<file path="config.mk">
export PLATFORM = sky130hd
export DESIGN_NAME = hs_bus_axis_downsizer
export DESIGN_NICKNAME = d
export VERILOG_FILES = /design/src/rtl/hs_bus_axis_downsizer.sv
export SDC_FILE = /design/constraint.sdc
export NUM_CORES = 1
export LEC_CHECK = 0
export ABC_CLOCK_PERIOD_IN_PS = 3700
export BUFFER_PORTS_ARGS = -buffer_cell sky130_fd_sc_hd__buf_2
export CAP_MARGIN = 25
export CELL_PAD_IN_SITES_DETAIL_PLACEMENT = 0
export CELL_PAD_IN_SITES_GLOBAL_PLACEMENT = 1
export CORE_MARGIN = 5
export CORE_UTILIZATION = 42
export DETAILED_ROUTE_END_ITERATION = 8
export GPL_ROUTABILITY_DRIVEN = 1
export PLACE_DENSITY = 0.81
export SETUP_SLACK_MARGIN = 0.15
export SLEW_MARGIN = 20
export SYNTH_ARGS = -nofsm -noshare
export SYNTH_HDL_FRONTEND = slang
export SYNTH_SLANG_ARGS = --single-unit
</file>
<file path="constraint.sdc">
create_clock -name aclk -period 3.7 [get_ports aclk]
set_input_delay 0.74 -clock aclk [delete_from_list [all_inputs] [get_ports aclk]]
set_output_delay 0.74 -clock aclk [all_outputs]
set_load 0.005 [all_outputs]
</file>
<file path="src/rtl/hs_bus_axis_downsizer.sv">
// AXI4-Stream width downsizer: one wide input beat leaves as up to RATIO narrow beats,
// LSB slice first, with null (all-zero keep) slices skipped.
module hs_bus_axis_downsizer #(
    parameter int M_DATA_WIDTH  = 8,
    parameter int RATIO         = 4,
    parameter int TID_WIDTH     = 1,
    parameter int TDEST_WIDTH   = 1,
    parameter int TUSER_WIDTH   = 1,
    localparam int S_DATA_WIDTH = M_DATA_WIDTH * RATIO,
    localparam int M_KEEP_WIDTH = M_DATA_WIDTH / 8,
    localparam int S_KEEP_WIDTH = S_DATA_WIDTH / 8
) (
    input  logic                    aclk,
    input  logic                    aresetn,
    input  logic                    s_axis_tvalid,
    output logic                    s_axis_tready,
    input  logic [S_DATA_WIDTH-1:0] s_axis_tdata,
    input  logic [S_KEEP_WIDTH-1:0] s_axis_tstrb,
    input  logic [S_KEEP_WIDTH-1:0] s_axis_tkeep,
    input  logic                    s_axis_tlast,
    input  logic [TID_WIDTH-1:0]    s_axis_tid,
    input  logic [TDEST_WIDTH-1:0]  s_axis_tdest,
    input  logic [TUSER_WIDTH-1:0]  s_axis_tuser,
    output logic                    m_axis_tvalid,
    input  logic                    m_axis_tready,
    output logic [M_DATA_WIDTH-1:0] m_axis_tdata,
    output logic [M_KEEP_WIDTH-1:0] m_axis_tstrb,
    output logic [M_KEEP_WIDTH-1:0] m_axis_tkeep,
    output logic                    m_axis_tlast,
    output logic [TID_WIDTH-1:0]    m_axis_tid,
    output logic [TDEST_WIDTH-1:0]  m_axis_tdest,
    output logic [TUSER_WIDTH-1:0]  m_axis_tuser
);

    localparam int IDX_W = (RATIO > 1) ? $clog2(RATIO) : 1;

    typedef enum logic {EMPTY, BUSY} state_t;

    state_t                  state, state_next;
    logic                    run;
    logic [IDX_W-1:0]        idx, idx_next;
    logic [S_DATA_WIDTH-1:0] data_q;
    logic [S_KEEP_WIDTH-1:0] strb_q;
    logic [S_KEEP_WIDTH-1:0] keep_q;
    logic                    last_q;
    logic [TID_WIDTH-1:0]    id_q;
    logic [TDEST_WIDTH-1:0]  dest_q;
    logic [TUSER_WIDTH-1:0]  user_q;

    logic [RATIO-1:0]        nz_held, nz_in;
    logic                    has_next, any_in, finishing, load;
    logic [IDX_W-1:0]        next_idx, first_in;

    function automatic logic [RATIO-1:0] slice_nz(input logic [S_KEEP_WIDTH-1:0] keep);
        logic [RATIO-1:0] nz;
        for (int k = 0; k < RATIO; k++) begin
            nz[k] = |keep[k*M_KEEP_WIDTH +: M_KEEP_WIDTH];
        end
        return nz;
    endfunction

    // Descending scans leave the lowest qualifying slice in the result.
    always_comb begin
        nz_held  = slice_nz(keep_q);
        nz_in    = slice_nz(s_axis_tkeep);
        has_next = 1'b0;
        next_idx = '0;
        any_in   = 1'b0;
        first_in = '0;
        for (int k = RATIO - 1; k >= 0; k--) begin
            if (nz_held[k] && (k > int'(idx))) begin
                has_next = 1'b1;
                next_idx = IDX_W'(k);
            end
            if (nz_in[k]) begin
                any_in   = 1'b1;
                first_in = IDX_W'(k);
            end
        end
    end

    always_comb begin
        state_next    = state;
        idx_next      = idx;
        finishing     = (state == BUSY) && !has_next;
        m_axis_tvalid = (state == BUSY);
        m_axis_tlast  = last_q && !has_next;
        s_axis_tready = run && ((state == EMPTY) || (finishing && m_axis_tready));
        load          = s_axis_tvalid && s_axis_tready;
        case (state)
            EMPTY: ;
            BUSY: begin
                if (m_axis_tready) begin
                    if (has_next) idx_next = next_idx;
                    else          state_next = EMPTY;
                end
            end
            default: state_next = EMPTY;
        endcase
        // A null beat without tlast carries nothing and never occupies the register.
        if (load) begin
            state_next = (any_in || s_axis_tlast) ? BUSY : EMPTY;
            idx_next   = any_in ? first_in : '0;
        end
    end

    always_ff @(posedge aclk) begin
        if (!aresetn) begin
            state <= EMPTY;
            idx   <= '0;
            run   <= 1'b0;
        end else begin
            state <= state_next;
            idx   <= idx_next;
            run   <= 1'b1;
        end
    end

    always_ff @(posedge aclk) begin
        if (!aresetn) begin
            data_q <= '0;
            strb_q <= '0;
            keep_q <= '0;
            last_q <= 1'b0;
            id_q   <= '0;
            dest_q <= '0;
            user_q <= '0;
        end else if (load) begin
            data_q <= s_axis_tdata;
            strb_q <= any_in ? s_axis_tstrb : '0;
            keep_q <= s_axis_tkeep;
            last_q <= s_axis_tlast;
            id_q   <= s_axis_tid;
            dest_q <= s_axis_tdest;
            user_q <= s_axis_tuser;
        end
    end

    always_comb begin
        m_axis_tdata = '0;
        m_axis_tkeep = '0;
        m_axis_tstrb = '0;
        for (int k = 0; k < RATIO; k++) begin
            if (idx == IDX_W'(k)) begin
                m_axis_tdata = data_q[k*M_DATA_WIDTH +: M_DATA_WIDTH];
                m_axis_tkeep = keep_q[k*M_KEEP_WIDTH +: M_KEEP_WIDTH];
                m_axis_tstrb = strb_q[k*M_KEEP_WIDTH +: M_KEEP_WIDTH];
            end
        end
    end

    assign m_axis_tid   = id_q;
    assign m_axis_tdest = dest_q;
    assign m_axis_tuser = user_q;

endmodule
</file>
==> results.toml, run 1 <==
[placed_design]
port_buffers = 63
dpl.hpwl_um = 3450
place.gp.congestion = 0.755

[worst_setup_path]
worst-setup-path-type = "flip-flop to output port"
path_max_fanout = 13
critPathLaunchType = "flip-flop"
worst_setup_path_end_kind = "output port"
crit_required_ns = 2.96
max_stage_delay_ns = 0.80
crit_slowest_cell = "dfxtp_1"
critPathBufInv = 1
cpLargestDelayFamily = "flip-flops"
cp.arrival_ns = 1.82
path_cells = "mux4_2 > buf_2"

[clock_network]
cts_resized = 0
root_buffer = "clkbuf_8"
htree_levels = 2
clk_path_buf_depth = 2
clock_sinks = 48
hold_buffers = 0
cts_tree = "built"
clock_latency_ns = 0.30
numCtsBuffers = 5
path_clk_slew_ns = 0.08
post-cts-setup-buffers = 0

[detailed_routing]
routed_wl_um = 4800
routed_via_density = 4.82
ant_nets = 0
dr_total_vias = 1773
wire_per_inst_um = 13.0
drt_first_iter_violations = 64
first_pass_iters = 4
drcViolationCount = 0

[global_routing]
use_met2_pct = 23.5
grt_use_met1_pct = 16.9
grt_pass1_wl_um = 8070
grt.total_usage_pct = 14.0
grt_max_degree = 53
grt_busiest_layer = "met2"
grt_pass1_vias = 1802
antenna_found_initial = 0
overflow = 0
gr-usage-met3_pct = 4.02

[flow_run]
maxCapViolCount = 0

[status]
status = "finished, final reports clean"

[timing]
worst_pin_slew_ns = 0.739
setup_viol = 0
final.setup_skew_ns = 0.00974
rsz0062_at_grt = "no"
slew_headroom_pct = 50.6
post-route-min-period_ns = 2.56
hold_slack_ns = 0.459
setup_tns_ns = 0
fmax_ghz = 0.390
hold_viol_final = 0
finalCritPeriodShare_pct = 69.3
final_max_slew_viol_count = 0

[floorplan]
coreArea_sq_mm = 0.00544
die_width_um = 84.3
die_area_sq_mm = 0.00710
start_util_pct = 42.6
io_pins = 64
std_cell_rows = 27
die_h_um = 84.3

[power_and_ir_drop]
p_sw_w = 0.000264
pwr-share-clk_pct = 29.4
p_comb_share_pct = 14.9
max-vdd-ir-drop_mv = 0.198
pwr-share-seq_pct = 55.6
leakage_nw = 1.15
p_int_w = 0.000753
pwr_density_cell_mw_per_mm2 = 374
switching_share_pct = 26.0

[synth]
synth_top_area_share_pct = 41.5
synth_nets = 289
ys_ff_latch = 48
synth_top_cell_by_area = "dfxtp_1"
mappedNetlistArea_sq_mm = 0.00232
netlist-cell-type-count = 30
synthTopCellsByArea = "dfxtp_1, mux2i_1, nand2_1"
syn_inst = 241
synth_area_per_cell_sq_um = 9.62
ys_seq_area_share_pct = 41.5
synth_warnings = 0

[finish]
nets = 344
fill_cells = 542
area_delta_synth_final_pct = 17.3
n_antenna_cell = 0
drive_above_1_share_pct = 28.4

[worst_hold_path]
hp-class = "flip-flop to flip-flop"
==> per-stage QoR <==
stage / util [%] / area (sq um) / power (W) / std cells / setup WS [ns]
4_1_cts: 50.0 / 2720 / 0.00103 / 368 / 1.05
3_5_place_dp: 48.5 / 2640 / 0.000733 / 361 / 1.38
6_report: 50.0 / 2720 / 0.00102 / 368 / 1.14
2_1_floorplan: - / 2320 / 0.000683 / 241 / 1.78
5_1_grt: 50.0 / 2720 / 0.00107 / 368 / 0.853
3_3_place_gp: 48.5 / 2640 / 0.000730 / 361 / 1.40
==> state kept, by name (all words and copies together), names as in the netlist <==
register and cells:
m_axis_tid 1, m_axis_tdest 1, run 1, last_q 1, strb_q 4, m_axis_tvalid 1, data_q 32, m_axis_tuser 1
idx 2, keep_q 4
==> path summary, 6_finish.rpt <==
kind,slack [ns],end,start,cells past startpoint
max,1.14,m_axis_tdata[7],idx[0],2
min,0.46,m_axis_tid,m_axis_tid,2
max reg2reg,1.49,idx[0],idx[0],4
min reg2reg,0.46,m_axis_tid,m_axis_tid,2
==> per-layer routing <==
metal	vias up	share of wire [%]
met3	5	5.8
met4	0	1.2
met2	35	48
li1	919	-
met1	814	44
met5	-	0
==> cell usage in the layout (no fill, tap or decap), drive strengths merged, types with 2 or more instances in the layout <==
cell type  synthesis  final
nor2               3      3
buf                7     66
a31oi              2      2
nand3              4      4
a211oi             2      2
o21ai              2      2
a21oi              2      2
mux2i             45     45
mux4              10     10
clkbuf            11      5
nand2             87     87
dfxtp             48     48
inv                4      4
nand2b             3      3
==> power groups by stage <==
stage	Sequential, W	Clock, W	Combinational (W)
floorplan	0.000570	0	0.000113
finish	0.000566	0.000299	0.000152
CTS	0.000567	0.000308	0.000155
detailed placement	0.000579	0	0.000155
global placement	0.000578	0	0.000153
global route	0.000571	0.000329	0.000169
==> synth_stat cells <==
cell type  number
a311oi_2        1
nand3_1         4
mux2i_1        45
a21boi_0        1
buf_4           1
a31oi_1         2
o22ai_1         1
dfxtp_1        48
o21ai_0         2
nand3b_1        1
mux2_2          1
nand2_1        87
nor3_1          1
clkbuf_1       11
buf_2           1
nor3b_1         1
buf_6           1
and2_1          1
mux4_1          2
buf_12          4
inv_2           1
a211oi_1        2
nor2_1          3
nand2b_1        3
o21bai_1        1
o31ai_1         1
mux4_2          8
a21o_1          1
inv_1           3
a21oi_1         2
==> logic make-up after synthesis <==
group                  Yosys count  share of synthesized area [%]
flip-flops                      48                           41.5
buffers and inverters           22                           6.91
AO/OA/AOI/OAI                   14                           4.27
AND/OR/NAND/NOR                101                           17.4
multiplexers                    56                           30.0
==> final cells by class <==
type                    instances  area (sq um)  share of cell area, %
flip-flops and latches         48           961                   35.4
clock buffers                   5          68.8                   2.53
multi-input cells             171          1210                   44.4
clock inverters                 2          12.5                  0.460
inverters                       4          15.0                  0.552
repair buffers                 66           363                   13.4
well taps                      72          90.1                   3.31
==> worst min-delay path, stage by stage (launching register included) <==
cell	delay [ns]
dfxtp_1	0.32
nand2_1	0.05
mux2i_1	0.05
(Power assumes the default switching activity.)
==> run 2: changes to the inputs <==
ABC_CLOCK_PERIOD_IN_PS = 2700   (was 3700)
CORE_UTILIZATION = 39   (was 42)
PLACE_DENSITY = 0.76   (was 0.81)
clock period = 2.7 ns   (was 3.7 ns; I/O delays follow)
==> run 2 against run 1 <==
Compared with the run above:
- non-clock buffer count is 2 higher
- combinational power is 38% higher
- routed wire length is 5.5% higher
- final area is 0.14% higher
- sequential power is 37% higher
- global-route usage is 0.062 points higher
- sequential cell count stayed put
- largest power group unchanged
- critical endpoint is now m_axis_tdata[2]
- die area is 6.8% higher
==> results.toml, run 2 (synthesis results as in run 1) <==
[detailed_routing]
drt_first_iter_violations = 60
routed_wl_um = 5060
wire_per_inst_um = 13.6
drcViolationCount = 0
first_pass_iters = 3
dr_total_vias = 1806
routed_via_density = 4.84
ant_nets = 0

[timing]
setup_viol = 0
rsz0062_at_grt = "no"
post-route-min-period_ns = 2.40
hold_viol_final = 0
worst_pin_slew_ns = 0.532
final.setup_skew_ns = 0.00463
setup_tns_ns = 0
finalCritPeriodShare_pct = 88.9
slew_headroom_pct = 64.5
final_max_slew_viol_count = 0
fmax_ghz = 0.417

[finish]
area_delta_synth_final_pct = 17.4
n_antenna_cell = 0
drive_above_1_share_pct = 28.9
top_register = "data_q"
final_common_cell = "nand2_1"
reg.largest.list = "data_q: 32 flops, keep_q: 4 flops, strb_q: 4 flops"
nets = 346
mostFrequentLayoutCells = "nand2_1, buf_2, dfxtp_1"
fill_cells = 579
largest_reg_flops = 32
multi_input_area_sq_mm = 0.00121
final-seq-area_sq_um = 962

[placed_design]
place.gp.congestion = 0.707
dpl.hpwl_um = 3590
port_buffers = 63

[flow_run]
maxCapViolCount = 0

[clock_network]
cts_tree = "built"
clock_latency_ns = 0.29
numCtsBuffers = 5
clk_path_buf_depth = 2
htree_levels = 2
root_buffer = "clkbuf_8"
hold_buffers = 0
clock_sinks = 48
path_clk_slew_ns = 0.08

[global_routing]
antenna_found_initial = 0
grt_pass1_wl_um = 8340
use_met2_pct = 24.2
grt_busiest_layer = "met2"
grt_use_met1_pct = 17.1
gr-usage-met3_pct = 3.22
overflow = 0
grt_pass1_vias = 1830
grt.total_usage_pct = 14.0
grt_max_degree = 48

[worst_setup_path]
r2r_cells = 4
reg2reg_setup_slack_ns = 0.72
worstReg2RegEnd = "data_q[19]"
worst-setup-path-type = "flip-flop to output port"
critPathLaunchType = "flip-flop"
crit_required_ns = 2.16
cp.arrival_ns = 1.86
path_max_fanout = 9
r2r_start = "idx[0]"
worst_setup_path_end_kind = "output port"

[floorplan]
coreArea_sq_mm = 0.00585
std_cell_rows = 28
io_pins = 64
die_width_um = 87.1
die_area_sq_mm = 0.00758
die_h_um = 87.1
start_util_pct = 39.6

[power_and_ir_drop]
leakage_nw = 1.16
pwr-share-clk_pct = 28.7
p_sw_w = 0.000351
max-vdd-ir-drop_mv = 0.289
pwr_density_cell_mw_per_mm2 = 508
switching_share_pct = 25.4
pwr-share-seq_pct = 56.1
p_comb_share_pct = 15.1
p_int_w = 0.00103
power_w = 0.00138

[worst_hold_path]
hp-class = "flip-flop to flip-flop"
min-delay-start = "data_q[17]"
hold_end = "data_q[17]"
min_path_cells = 2

[status]
status = "finished, final reports clean"
## run 2: changes by cell type in the layout (fill, tap and decap cells not counted), sizes merged
cell      delta
clkbuf       +1
buf          +2
clkinvlp     -1
## run 2: worst max path at each step
stage	end	cells after the start	from
CTS	m_axis_tdata[1]	2	idx[1]
finish	m_axis_tdata[2]	3	idx[0]
global route	m_axis_tdata[7]	3	idx[0]
detailed placement	data_q[19]	5	idx[1]
global placement	data_q[30]	5	idx[1]
floorplan	m_axis_tdata[2]	2	idx[0]
## run 2: final cells by class
cell class                 instances  area share, %
clock inverter                     1          0.184
inverter                           4          0.552
clock buffer                       6           2.67
multi-input combinational        171           44.4
tap                               75           3.45
sequential                        48           35.4
timing repair buffer              68           13.4
## run 2: what timing repair did
item,in CTS,in global routing
gates resized for setup,0,1
setup buffers,0,0
endpoints found under the setup margin,0,2
## run 2: power groups by stage
stage | logic (W) | registers, W | clock network [W]
floorplan | 0.000155 | 0.000781 | 0
global placement | 0.000211 | 0.000792 | 0
detailed placement | 0.000213 | 0.000793 | 0
CTS | 0.000214 | 0.000776 | 0.000412
global route | 0.000235 | 0.000783 | 0.000448
finish | 0.000209 | 0.000776 | 0.000397
## run 2: worst max-delay path, cell delays in order (launching register included)
cell	delay [ns]
dfxtp_1	0.66
buf_4	0.26
mux4_2	0.51
buf_2	0.14
## run 2: layer usage
metal,part of all wire [%],vias to the layer above
met5,0,-
li1,-,930
met2,49,35
met1,46,836
met3,4.4,5
met4,1.2,0
## run 2: stage by stage
stage / hold slack, ns / setup WS [ns] / util [%] / instance area (sq um) / std cells
5_1_grt: 0.477 / 0.170 / 46.5 / 2720 / 373
4_1_cts: 0.459 / 0.235 / 46.5 / 2720 / 373
3_5_place_dp: 0.443 / 0.504 / 45.2 / 2640 / 366
2_1_floorplan: 0.430 / 0.981 / - / 2320 / 241
6_report: 0.457 / 0.300 / 46.5 / 2720 / 373
3_3_place_gp: 0.440 / 0.572 / 45.2 / 2640 / 366
